$ cat src/rtl/conv_seq_ctrl.sv
// -----------------------------------------------------------------------------
// conv_seq_ctrl
//   Sequencing controller for the convolution datapath (X memory, F memory,
//   multiplier, accumulator). Once both operand memories are loaded (start),
//   it walks the synchronous-read memory addresses for each output j, drives
//   the accumulator clear/enable, presents the result on a valid/ready
//   handshake, and pulses done after the last output is accepted.
//
// Ports:
//   clk           clock
//   reset         synchronous, active-high
//   start         both memories full; only sampled in IDLE
//   m_ready_y     downstream accepts the current output
//   xmem_rd_addr  X memory read address (j+k)
//   fmem_rd_addr  F memory read address (k)
//   acc_clr       accumulator clear (priority over acc_en)
//   acc_en        accumulator loads acc + x*f
//   m_valid_y     accumulator holds a valid output
//   out_idx       index j of the current output
//   busy          controller is not idle
//   done          one-cycle pulse after the last output is accepted
//
// All outputs are decoded from registered state, j and k only (Moore).
// -----------------------------------------------------------------------------
module conv_seq_ctrl #(
  parameter  int X_SIZE   = 8,
  parameter  int F_SIZE   = 4,
  parameter  int X_ADDR_W = (X_SIZE > 1) ? $clog2(X_SIZE) : 1,
  parameter  int F_ADDR_W = (F_SIZE > 1) ? $clog2(F_SIZE) : 1,
  localparam int Y_SIZE   = X_SIZE - F_SIZE + 1,
  localparam int Y_IDX_W  = (Y_SIZE > 1) ? $clog2(Y_SIZE) : 1
) (
  input  logic                clk,
  input  logic                reset,
  input  logic                start,
  input  logic                m_ready_y,
  output logic [X_ADDR_W-1:0] xmem_rd_addr,
  output logic [F_ADDR_W-1:0] fmem_rd_addr,
  output logic                acc_clr,
  output logic                acc_en,
  output logic                m_valid_y,
  output logic [Y_IDX_W-1:0]  out_idx,
  output logic                busy,
  output logic                done
);

  typedef enum logic [2:0] {
    S_IDLE,
    S_ISSUE,
    S_DRAIN,
    S_OUT,
    S_DONE
  } state_t;

  localparam logic [F_ADDR_W-1:0] K_LAST = F_ADDR_W'(F_SIZE - 1);
  localparam logic [Y_IDX_W-1:0]  J_LAST = Y_IDX_W'(Y_SIZE - 1);

  state_t               state_q, state_d;
  logic [Y_IDX_W-1:0]   j_q, j_d;
  logic [F_ADDR_W-1:0]  k_q, k_d;

  // Address of the current tap; j+k never exceeds X_SIZE-1, so no wrap.
  logic [X_ADDR_W-1:0]  x_addr;
  assign x_addr = X_ADDR_W'(j_q) + X_ADDR_W'(k_q);

  // NOTE: sequential state uses non-blocking assignments so every register
  // samples the pre-edge values, independent of statement order.
  always_ff @(posedge clk) begin
    if (reset) begin
      state_q <= S_IDLE;
      j_q     <= '0;
      k_q     <= '0;
    end else begin
      state_q <= state_d;
      j_q     <= j_d;
      k_q     <= k_d;
    end
  end

  // NOTE: every signal written here gets a default first, so no path through
  // the case statement can leave it unassigned and infer a latch.
  always_comb begin
    state_d = state_q;
    j_d     = j_q;
    k_d     = k_q;
    unique case (state_q)
      S_IDLE: begin
        if (start) begin
          state_d = S_ISSUE;
          j_d     = '0;
          k_d     = '0;
        end
      end
      S_ISSUE: begin
        if (k_q == K_LAST) state_d = S_DRAIN;
        else               k_d     = k_q + 1'b1;
      end
      S_DRAIN: begin
        // k holds through DRAIN so the addresses keep their last values.
        k_d     = '0;
        state_d = S_OUT;
      end
      S_OUT: begin
        // m_valid_y is 1 throughout OUT, so m_ready_y alone marks a transfer.
        if (m_ready_y) begin
          if (j_q == J_LAST) begin
            state_d = S_DONE;
          end else begin
            j_d     = j_q + 1'b1;
            state_d = S_ISSUE;
          end
        end
      end
      S_DONE: begin
        j_d     = '0;
        state_d = S_IDLE;
      end
      default: begin
        state_d = S_IDLE;
        j_d     = '0;
        k_d     = '0;
      end
    endcase
  end

  // Output decode from registered state only.
  always_comb begin
    xmem_rd_addr = '0;
    fmem_rd_addr = '0;
    acc_clr      = 1'b0;
    acc_en       = 1'b0;
    m_valid_y    = 1'b0;
    done         = 1'b0;
    out_idx      = j_q;
    busy         = (state_q != S_IDLE);
    unique case (state_q)
      S_ISSUE: begin
        xmem_rd_addr = x_addr;
        fmem_rd_addr = k_q;
        // First tap clears; later taps accumulate the data returned for the
        // previous cycle's address.
        acc_clr      = (k_q == '0);
        acc_en       = (k_q != '0);
      end
      S_DRAIN: begin
        xmem_rd_addr = x_addr;
        fmem_rd_addr = k_q;
        acc_en       = 1'b1;
      end
      S_OUT:   m_valid_y = 1'b1;
      S_DONE:  done      = 1'b1;
      default: ;
    endcase
  end

endmodule
$ cat config.mk
export PLATFORM = sky130hd
export DESIGN_NAME = conv_seq_ctrl
export DESIGN_NICKNAME = d
export VERILOG_FILES = /design/src/rtl/conv_seq_ctrl.sv
export SDC_FILE = /design/constraint.sdc
export NUM_CORES = 1
export LEC_CHECK = 0
export CAP_MARGIN = 20
export CORE_UTILIZATION = 40
export CTS_CLUSTER_SIZE = 28
export DETAILED_ROUTE_END_ITERATION = 8
export DONT_BUFFER_PORTS = 1
export GPL_TIMING_DRIVEN = 0
export HOLD_SLACK_MARGIN = 0.06
export PLACE_DENSITY = 0.61
export SYNTH_ARGS = -nofsm -noshare
export SYNTH_HDL_FRONTEND = slang
export SYNTH_SLANG_ARGS = --single-unit
$ cat constraint.sdc
create_clock -name clk -period 2.3 [get_ports clk]
set_clock_uncertainty 0.2 [all_clocks]
set_input_delay 0.46 -clock clk [delete_from_list [all_inputs] [get_ports clk]]
set_output_delay 0.46 -clock clk [all_outputs]
set_load 0.01 [all_outputs]
==> run_results.csv <==
group,metric,value,unit
status,outcome,"complete, no violations",
sta,tightest_slew,0.351,ns
critical_path,cp_data_arrival_time,1.52,ns
global_routing,grtUsageTotal,16.4,%
logic_synthesis,yosys_warnings,0,
critical_path,r2r-start,"out_idx[1]$_SDFFE_PP0P_",
placement,portBuffers,0,
clock_network,cts_root_buf,"clkbuf_4",
detailed_routing,dr.pass1.iters,5,
worst_hold_path,hp-start,"m_ready_y",
logic_synthesis,syn_inst,74,
detailed_routing,wl,1110,um
sta,layout_setup_ws,0.115,ns
detailed_routing,drt_iter0_markers,10,
sta,drv_slew,0,
placement,pre_cts_slack,0.245,ns
detailed_routing,viasPerCell,5.28,
floorplanning,rows,13,
global_routing,grt-ovfl-total,0,
logic_synthesis,seq_area_frac_synth,28.1,%
logic_synthesis,syn_nets,84,
finish,utilization,46.7,%
finish,final_nets,89,
sta,fin_hold_ws,0.203,ns
clock_network,numCtsBuffers,3,
detailed_routing,avgRoutedWirePerCell,12.1,um
pwr,power.total,0.287,mW
pwr,vdd_drop_max,0.328,mV
critical_path,worstSetupPathType,"reg2out",
clock_network,hold_buffers,0,
sta,rsz0062_at_grt,"false",
finish,mostFrequentLayoutCells,"10 x nor2_1, 8 x inv_1, 6 x dfxtp_1",
finish,area_growth,8.13,%
finish,final_common_cell,"nor2_1",
critical_path,critPathTopFamily,"adder cells",
floorplanning,die_h,39.7,um
clock_network,cts_tree,"done",
critical_path,startpoint,"out_idx[1]$_SDFFE_PP0P_",
detailed_routing,remaining_drc_errors,0,
pwr,p_leak,0.243,nW
floorplanning,dieArea,1580,um^2
sta,fin_tns_setup,0,ns
global_routing,grt_start_max_net_pins,11,
flow_run,max_cap_viol_count,0,
finish,nFillCells,143,
sta,maxSlewHeadroom,76.4,%
global_routing,antenna_found_initial,0,
worst_hold_path,hold_path.class,"in2reg",
critical_path,crit_chain,"inv_1 -> fa_1 -> xnor2_1 -> and2_1",
detailed_routing,vias,486,
critical_path,cp_max_fo,4,
sta,finalSetupViolCount,0,
detailed_routing,final_antenna_net_count,0,
global_routing,grt_pass1_vias,378,
finish,drive_above_1_share,11.7,%
clock_network,clkLatencyLatePin,0.25,ns
pwr,power_per_cell_area,467,nW/um^2
clock_network,cts_htree_levels,1,
placement,finalWeightedCongestion,0.762,
logic_synthesis,synth_seq_cells,8,
critical_path,worst_ep_required_time,1.64,ns
critical_path,critPathCaptureType,"primary output",
sta,max_freq,458,MHz
sta,hold_viol,0,
clock_network,clockBufferDepth,2,
placement,hpwlAfterDp,893,um
floorplanning,start_util,43.2,%
logic_synthesis,syn_area,569,um^2
critical_path,crit_slowest_cell,"fa_1",
floorplanning,die_x,39.7,um
floorplanning,pin_count,17,
clock_network,postCtsSetupRepairBufs,0,
clock_network,clk_pin_slew_worst_paths,0.05,ns
finish,antenna_cells,0,
clock_network,clock-sinks,8,
critical_path,critPathLaunchType,"register",
logic_synthesis,syn_area_per_cell,7.69,um^2
sta,fin_crit,2.18,ns
floorplanning,core,1320,um^2
sta,fin_crit_sh,95.0,%
logic_synthesis,yosysUniqueCellTypes,28,
critical_path,slowest_delay,0.44,ns
critical_path,crit_buf_inv,1,
global_routing,grt_pass1_wl,1610,um
==> sequential cells by signal (all words and copies together), names as in the netlist <==
register  count
out_idx       3
state_q       3
k_q           2
==> per-layer routing <==
layer  global-route usage (%)  part of all wire [%]  routed length [um]  up-vias
met4                     10.3                  0.81                   9        0
met1                     19.7                    46                 506      214
li1                         -                     -                   -      262
met5                        0                     0                   0        -
met3                     7.95                   4.6                  51        2
met2                     22.5                    49                 544        8
==> path summary, 6_finish.rpt <==
path                              to  slack (ns)  depth (start not counted)
max                  xmem_rd_addr[2]        0.12                          4
min          state_q[2]$_SDFFE_PP0P_        0.20                          2
max reg2reg  out_idx[2]$_SDFFE_PP0P_        0.74                          5
min reg2reg      k_q[0]$_SDFFE_PP0P_        0.29                          1
==> synthesized netlist by cell type <==
cell,instances,area share (%)
nor2_1,10,6.6
dfxtp_1,8,28
inv_1,8,5.3
ha_1,5,11
nand2_1,5,3.3
a21oi_1,4,3.5
and2_1,4,4.4
nand3_1,3,2.6
nor3_1,3,2.6
and3_1,2,2.2
buf_2,2,1.8
nand2b_1,2,2.2
nor4_1,2,2.2
o22ai_1,2,2.2
a211oi_1,1,1.3
a221oi_2,1,2.6
a32o_1,1,1.8
a32oi_1,1,1.5
buf_4,1,1.3
clkbuf_1,1,0.66
fa_1,1,3.5
mux2i_1,1,1.8
nor2b_1,1,1.1
o21a_1,1,1.3
o21ai_1,1,0.88
o32ai_1,1,1.5
or3_1,1,1.1
xnor2_1,1,1.5
==> per-stage QoR <==
step	area (um^2)	cells
floorplan	569	74
global placement	588	89
detailed placement	588	89
CTS	612	92
global route	616	92
finish	616	92
==> final cells by class <==
| class | instances | area, um^2 | area share [%] |
|---|---|---|---|
| plain buffers | 4 | 21.3 | 3.46 |
| clock buffers | 3 | 22.5 | 3.66 |
| inverters | 8 | 30.0 | 4.88 |
| multi-input cells | 54 | 358 | 58.1 |
| flip-flops and latches | 8 | 165 | 26.8 |
| well taps | 15 | 18.8 | 3.05 |
==> where the power goes <==
| part | leakage (nW) | switching (mW) | internal (mW) |
|---|---|---|---|
| Sequential | 0.0662 | 0.00446 | 0.142 |
| Clock | 0.0138 | 0.0441 | 0.0595 |
| Combinational | 0.163 | 0.0226 | 0.0152 |
==> kinds of logic after synthesis <==
group | after synthesis | share of synthesized area [%]
and+or+nand+nor | 33 | 28.4
AOI/OAI and AO/OA | 13 | 16.7
buffers and inverters | 12 | 9.01
DFF | 8 | 28.1
adders and majority gates | 6 | 14.5
xor gates and xnor gates | 1 | 1.54
muxes | 1 | 1.76
==> what timing repair did <==
action | in CTS | in global routing
setup endpoints to repair | 1 | 2
resized for setup | 1 | 2
gates cloned | 0 | 0
(Power assumes the default switching activity.)
